**src/rtl/booth_mult_arbiter_pkg.sv**
```systemverilog
// Shared constants and helpers for the Booth multiplier arbiter and its pickers.
package booth_arb_pkg;

    localparam logic [1:0] IDLE  = 2'b00;
    localparam logic [1:0] ISSUE = 2'b01;
    localparam logic [1:0] WAIT  = 2'b10;
    localparam logic [1:0] RESP  = 2'b11;

    localparam int W_DEF       = 8;
    localparam int NREQ_DEF    = 4;
    localparam int TIMEOUT_DEF = 32;

    // Bits needed to hold values 0..n-1 (n >= 2).
    function automatic int clog2(input int n);
        int r;
        r = 0;
        for (int i = 0; i < 31; i++) begin
            if ((1 << i) < n) r = i + 1;
        end
        return r;
    endfunction

endpackage

```
**src/rtl/booth_mult_arbiter_if.sv**
```systemverilog
// Client request bus plus the multiplier start/done bus seen by the arbiter.
interface booth_mult_arbiter_if #(
    parameter int NREQ = booth_arb_pkg::NREQ_DEF,
    parameter int W    = booth_arb_pkg::W_DEF,
    parameter int IDW  = booth_arb_pkg::clog2(NREQ)
);
    logic [NREQ-1:0]        req;
    logic [NREQ-1:0][W-1:0] a_in;
    logic [NREQ-1:0][W-1:0] b_in;
    logic [NREQ-1:0]        grant;
    logic                   mult_start;
    logic [W-1:0]           mult_a;
    logic [W-1:0]           mult_b;
    logic                   mult_done;
    logic [2*W-1:0]         mult_product;
    logic                   res_valid;
    logic [IDW-1:0]         res_id;
    logic [2*W-1:0]         result;
    logic                   res_err;
    logic                   busy;

    modport slave (
        input  req, a_in, b_in, mult_done, mult_product,
        output grant, mult_start, mult_a, mult_b, res_valid, res_id, result, res_err, busy
    );

    modport master (
        output req, a_in, b_in, mult_done, mult_product,
        input  grant, mult_start, mult_a, mult_b, res_valid, res_id, result, res_err, busy
    );
endinterface

```
**src/rtl/booth_mult_arbiter_rr_picker.sv**
```systemverilog
// Combinational round-robin picker: first set req bit at or after rr_ptr, wrapping.
module rr_picker
    import booth_arb_pkg::*;
#(
    parameter int NREQ = NREQ_DEF,
    parameter int IDW  = clog2(NREQ)
) (
    input  logic [NREQ-1:0] req,
    input  logic [IDW-1:0]  rr_ptr,
    output logic [IDW-1:0]  winner,
    output logic            any_req
);
    logic [NREQ-1:0][IDW-1:0] cand;
    logic [NREQ:0][IDW-1:0]   sel;

    assign sel[NREQ] = rr_ptr;

    // Candidate k is the k-th client after rr_ptr; lowest k with a request wins.
    for (genvar k = 0; k < NREQ; k++) begin : g_cand
        assign cand[k] = IDW'((int'(rr_ptr) + k) % NREQ);
        assign sel[k]  = req[cand[k]] ? cand[k] : sel[k+1];
    end

    assign winner  = sel[0];
    assign any_req = |req;
endmodule

```
**src/rtl/booth_mult_arbiter.sv**
```systemverilog
// Round-robin arbiter sharing one start/done multiplier among NREQ clients.
module booth_mult_arbiter
    import booth_arb_pkg::*;
#(
    parameter int NREQ    = NREQ_DEF,
    parameter int W       = W_DEF,
    parameter int TIMEOUT = TIMEOUT_DEF
) (
    input  logic               clock,
    input  logic               reset,
    booth_mult_arbiter_if.slave bus
);
    localparam int IDW = clog2(NREQ);
    localparam int WDW = clog2(TIMEOUT);

    logic [1:0]     state;
    logic [IDW-1:0] rr_ptr;
    logic [IDW-1:0] winner;
    logic           any_req;
    logic [WDW-1:0] wdog;

    rr_picker #(.NREQ(NREQ), .IDW(IDW)) u_pick (
        .req     (bus.req),
        .rr_ptr  (rr_ptr),
        .winner  (winner),
        .any_req (any_req)
    );

    always_ff @(posedge clock) begin
        if (!reset) begin
            state          <= IDLE;
            rr_ptr         <= '0;
            wdog           <= '0;
            bus.grant      <= '0;
            bus.mult_start <= 1'b0;
            bus.mult_a     <= '0;
            bus.mult_b     <= '0;
            bus.res_valid  <= 1'b0;
            bus.res_id     <= '0;
            bus.result     <= '0;
            bus.res_err    <= 1'b0;
            bus.busy       <= 1'b0;
        end else begin
            bus.grant      <= '0;
            bus.mult_start <= 1'b0;
            bus.res_valid  <= 1'b0;
            case (state)
                IDLE: begin
                    if (any_req) begin
                        bus.mult_a     <= bus.a_in[winner];
                        bus.mult_b     <= bus.b_in[winner];
                        bus.res_id     <= winner;
                        bus.grant      <= {{(NREQ-1){1'b0}}, 1'b1} << winner;
                        bus.mult_start <= 1'b1;
                        bus.busy       <= 1'b1;
                        wdog           <= '0;
                        state          <= ISSUE;
                    end
                end
                // wdog counts cycles since the start pulse, so WAIT lasts at most TIMEOUT-1 cycles.
                ISSUE: begin
                    wdog  <= wdog + 1'b1;
                    state <= WAIT;
                end
                WAIT: begin
                    wdog <= wdog + 1'b1;
                    if (bus.mult_done) begin
                        bus.result    <= bus.mult_product;
                        bus.res_err   <= 1'b0;
                        bus.res_valid <= 1'b1;
                        state         <= RESP;
                    end else if (wdog == WDW'(TIMEOUT - 1)) begin
                        bus.result    <= '0;
                        bus.res_err   <= 1'b1;
                        bus.res_valid <= 1'b1;
                        state         <= RESP;
                    end
                end
                RESP: begin
                    rr_ptr      <= (bus.res_id == IDW'(NREQ - 1)) ? '0 : bus.res_id + 1'b1;
                    bus.res_err <= 1'b0;
                    bus.busy    <= 1'b0;
                    state       <= IDLE;
                end
                default: state <= IDLE;
            endcase
        end
    end
endmodule

```
**src/flat_wrapper.sv**
```systemverilog
// flat-port wrapper written by rule: the top's interface ports become plain ports
module booth_mult_arbiter_flat import booth_arb_pkg::*;
#(
    parameter int NREQ    = NREQ_DEF,
    parameter int W       = W_DEF,
    parameter int TIMEOUT = TIMEOUT_DEF
)
  (clock, reset, bus_req, bus_a_in, bus_b_in, bus_mult_done, bus_mult_product, bus_grant, bus_mult_start, bus_mult_a, bus_mult_b, bus_res_valid, bus_res_id, bus_result, bus_res_err, bus_busy);
  booth_mult_arbiter_if #(.NREQ(NREQ), .W(W)) bus_i ();
  input  logic clock;
  input  logic reset;
  input wire logic [$bits(bus_i.req)-1:0] bus_req;
  input wire logic [$bits(bus_i.a_in)-1:0] bus_a_in;
  input wire logic [$bits(bus_i.b_in)-1:0] bus_b_in;
  input wire logic [$bits(bus_i.mult_done)-1:0] bus_mult_done;
  input wire logic [$bits(bus_i.mult_product)-1:0] bus_mult_product;
  output wire logic [$bits(bus_i.grant)-1:0] bus_grant;
  output wire logic [$bits(bus_i.mult_start)-1:0] bus_mult_start;
  output wire logic [$bits(bus_i.mult_a)-1:0] bus_mult_a;
  output wire logic [$bits(bus_i.mult_b)-1:0] bus_mult_b;
  output wire logic [$bits(bus_i.res_valid)-1:0] bus_res_valid;
  output wire logic [$bits(bus_i.res_id)-1:0] bus_res_id;
  output wire logic [$bits(bus_i.result)-1:0] bus_result;
  output wire logic [$bits(bus_i.res_err)-1:0] bus_res_err;
  output wire logic [$bits(bus_i.busy)-1:0] bus_busy;
  assign bus_i.req = bus_req;
  assign bus_i.a_in = bus_a_in;
  assign bus_i.b_in = bus_b_in;
  assign bus_i.mult_done = bus_mult_done;
  assign bus_i.mult_product = bus_mult_product;
  assign bus_grant = bus_i.grant;
  assign bus_mult_start = bus_i.mult_start;
  assign bus_mult_a = bus_i.mult_a;
  assign bus_mult_b = bus_i.mult_b;
  assign bus_res_valid = bus_i.res_valid;
  assign bus_res_id = bus_i.res_id;
  assign bus_result = bus_i.result;
  assign bus_res_err = bus_i.res_err;
  assign bus_busy = bus_i.busy;
  booth_mult_arbiter #(.NREQ(NREQ), .W(W), .TIMEOUT(TIMEOUT)) u_core (.clock(clock), .reset(reset), .bus(bus_i));
endmodule
```
**config.mk**
```make
export PLATFORM = sky130hd
export DESIGN_NAME = booth_mult_arbiter_flat
export DESIGN_NICKNAME = d
export VERILOG_FILES = /design/src/rtl/booth_mult_arbiter_pkg.sv /design/src/rtl/booth_mult_arbiter_if.sv /design/src/rtl/booth_mult_arbiter_rr_picker.sv /design/src/rtl/booth_mult_arbiter.sv /design/src/flat_wrapper.sv
export SDC_FILE = /design/constraint.sdc
export NUM_CORES = 1
export LEC_CHECK = 0
export ABC_AREA = 1
export BUFFER_PORTS_ARGS = -buffer_cell sky130_fd_sc_hd__buf_2
export CORE_MARGIN = 1.5
export CORE_UTILIZATION = 33
export CTS_BUF_LIST = sky130_fd_sc_hd__clkbuf_4 sky130_fd_sc_hd__clkbuf_8
export DETAILED_ROUTE_END_ITERATION = 10
export SLEW_MARGIN = 15
export SYNTH_ARGS = -nofsm -noshare
export SYNTH_HDL_FRONTEND = slang
export SYNTH_SLANG_ARGS = --single-unit
```
**constraint.sdc**
```tcl
create_clock -name clock -period 2.15 [get_ports clock]
set_input_delay 0.215 -clock clock [delete_from_list [all_inputs] [get_ports clock]]
set_output_delay 0.215 -clock clock [all_outputs]
set_load 0.01 [all_outputs]
```
==> impl_metrics.tcl <==
set metrics [dict create \
    htree_num_levels 2 \
    post-place-ws_ns 0.0763 \
    drv_cap 0 \
    post-synth-top-count-cell "nand2_1" \
    ys_seq_area_share_pct 34.4 \
    finalWirelength_mm 8.34 \
    drive_gt1_share_pct 25.4 \
    netlist_top_cells_count "nand2_1, inv_1, nand3_1, dfxtp_1, nor2_1" \
    slew_headroom_pct 56.9 \
    first_iter_violations 196 \
    ant_nets 0 \
    row_count 34 \
    synth_cells 485 \
    antenna_found_initial 0 \
    crit_path_start_kind "register" \
    cts_tree "yes" \
    cts_root_buffer "clkbuf_8" \
    fin_ws_ns 0.210 \
    power.leakage_nw 2.26 \
    path_clk_slew_ns 0.09 \
    crit_family "simple AND/OR/NAND/NOR gates" \
    cts_made_buffers 5 \
    fmax_mhz 515 \
    end_kind "register" \
    drc 0 \
    synth.distinct_cells 26 \
    period_needed_ns 1.94 \
    fp.dieH_um 97.8 \
    multi_input_area_um2 1430 \
    clock_path_buffers 2 \
    synthFlopType "dfxtp_1" \
    finalSetupViolCount 0 \
    hold_buffers 0 \
    cp_common_cell "nand2_1" \
    ys_ff_latch 51 \
    clkLatencyLatePin_ns 0.30 \
    dr_total_vias 3300 \
    hold-worst-slack_ns 0.149 \
    cpMaxStageDelayCell "dfxtp_2" \
    via_per_inst 4.62 \
    grt_max_degree 36 \
    initial_core_util_pct 34.0 \
    grt_pass1_wl_mm 13.8 \
    finalHoldViolCount 0 \
    power.density_nw_per_um2 1120 \
    synth_edf_count 0 \
    synthesis.nets 579 \
    grt_usage_pct 17.2 \
    cp_num_buf_inv 3 \
    numPlacedInstances 706 \
    crit_arrival_ns 2.15 \
    clock_sinks 51 \
    yosys-top-cells-area "dfxtp_1, nand2_1, nand3_1" \
    tightestPinTransition_ns 0.641 \
    syn_to_final_growth_pct 27.9 \
    nFillCells 940 \
    ir_drop_uv 533 \
    die_area_um2 9570 \
    post-cts-setup-buffers 0 \
    min_period_over_period_pct 90.3 \
    min_path_type "in2reg" \
    firstDrtPassIters 6 \
    path_class "reg2reg" \
    placeableCoreArea_um2 8720 \
    port_buffers 128 \
    crit_chain "inv_4 -> nand2_1 -> nand2_1 -> nand2_1 -> nand2_1 -> nand2_1 -> nand2_1 -> nand3_2 -> buf_4 -> nand3_1 -> nand3_1 -> nand3_1 -> nand2_1 -> inv_1" \
    clock-skew-final_ns 0.00694 \
    yosysTopAreaCell "dfxtp_1" \
    die_w_um 97.8 \
    synth_top_cell_area_share_pct 34.4 \
    syn_area_um2 2970 \
    rsz0062_at_grt "no" \
    first_global_vias 3046 \
    syn_avg_cell_area_um2 6.12 \
    io_pins 129 \
    regArea_um2 1020 \
    layout.cells.non_filler 714 \
    outcome "complete, no violations" \
    diodes 0 \
    grt.overflow.total 0 \
    layout.nets 699 \
    tns_ns 0 \
    avgRoutedWirePerCell_um 11.7 \
    cp.required_ns 2.36 \
    async_flop_share_pct 0 \
    cts_resized 0 \
    crit_fanout 20 \
    drv_slew 0 \
    dp_hpwl_mm 6.39 \
    slowest_delay_ns 0.45 \
    yosysWarnings 0 \
    routabilityCongestion 0.847 \
]
-- final cells by class --
cell class	instances	share of cell area, %
clock buffers	6	2.18
clock inverters	2	0.429
inverters	105	10.5
multi-input cells	307	37.8
flip-flops and latches	51	26.9
well taps	108	3.56
repair buffers	135	18.6
-- flip-flops by register name, summed over array words and instances, names as in the netlist --
| signal | count |
|---|---|
| u_core.bus.result | 16 |
| u_core.bus.mult_a | 8 |
| u_core.bus.mult_b | 8 |
| u_core.wdog | 5 |
| u_core.bus.grant | 4 |
| u_core.bus.res_id | 2 |
| u_core.rr_ptr | 2 |
| u_core.state | 2 |
| u_core.bus.busy | 1 |
| u_core.bus.mult_start | 1 |
| u_core.bus.res_err | 1 |
| u_core.bus.res_valid | 1 |
-- metal layers --
| metal | global-route usage [%] | part of all wire [%] | vias up |
|---|---|---|---|
| li1 | - | - | 1720 |
| met1 | 22.8 | 46 | 1449 |
| met2 | 29.4 | 46 | 123 |
| met3 | 3.15 | 7.0 | 8 |
| met4 | 3.19 | 0.76 | 0 |
| met5 | 0 | 0 | - |
-- logic make-up after synthesis --
family / count (synthesis) / share of synthesized area [%]
buffers and inverters: 127 / 17.7
flip-flops: 51 / 34.4
adder cells (fa/ha/maj): 7 / 2.95
AO/OA/AOI/OAI: 37 / 6.66
AND/OR/NAND/NOR: 262 / 38.0
XOR/XNOR: 1 / 0.295
-- path summary, 6_finish.rpt --
kind | from | end | slack [ns] | cells after the start
max | u_core.rr_ptr[0] | u_core.bus.mult_b[0] | 0.21 | 14
max reg2reg | u_core.rr_ptr[0] | u_core.bus.mult_b[0] | 0.21 | 14
min | bus_mult_product[15] | u_core.bus.result[15] | 0.15 | 3
min reg2reg | u_core.bus.result[15] | u_core.bus.result[15] | 0.46 | 2
-- per-stage QoR --
step | util [%] | total power [mW] | instance area [µm²]
floorplan | - | 3.07 | 2970
global placement | 42.3 | 3.65 | 3680
detailed placement | 42.3 | 3.69 | 3680
CTS | 43.4 | 4.31 | 3780
global route | 43.5 | 4.70 | 3790
finish | 43.5 | 4.26 | 3790
-- tightest hold or removal path, cell delays in order --
cell and delay [ns]:
buf_2 0.09, nand2_1 0.05, a21oi_1 0.05
-- power breakdown --
group	total (mW)	switching, mW	leakage (nW)	internal, mW
clock	0.586	0.323	0.0474	0.263
combinational	2.33	1.48	1.79	0.846
sequential	1.35	0.155	0.419	1.20
-- placed cells by master, fill, tap and decap left out --
cell        synthesis  final
buf_4               1      6
nand2_1           120    120
clkinv_4            0      1
buf_2               7    128
inv_2               3      3
nor2_2              0      1
inv_4               2      2
a21oi_1            23     23
clkbuf_8            0      6
nand2_8             0      1
nand3_2             1      1
nor4_1              1      1
nor2_1             44     43
dfxtp_2             0      1
ha_1                7      7
inv_1             100    100
nand2_2             1      1
o211ai_1            1      1
nor3_1              2      2
nand4_1             1      1
o211a_1             1      1
o21ai_1             2      2
xor2_1              1      1
buf_12              0      1
dfxtp_1            51     50
nand2_4             2      1
a211oi_1            2      2
clkinvlp_4          0      1
nand3_1            90     90
o21ai_0             8      8
Power figures use the tool's default switching activity.
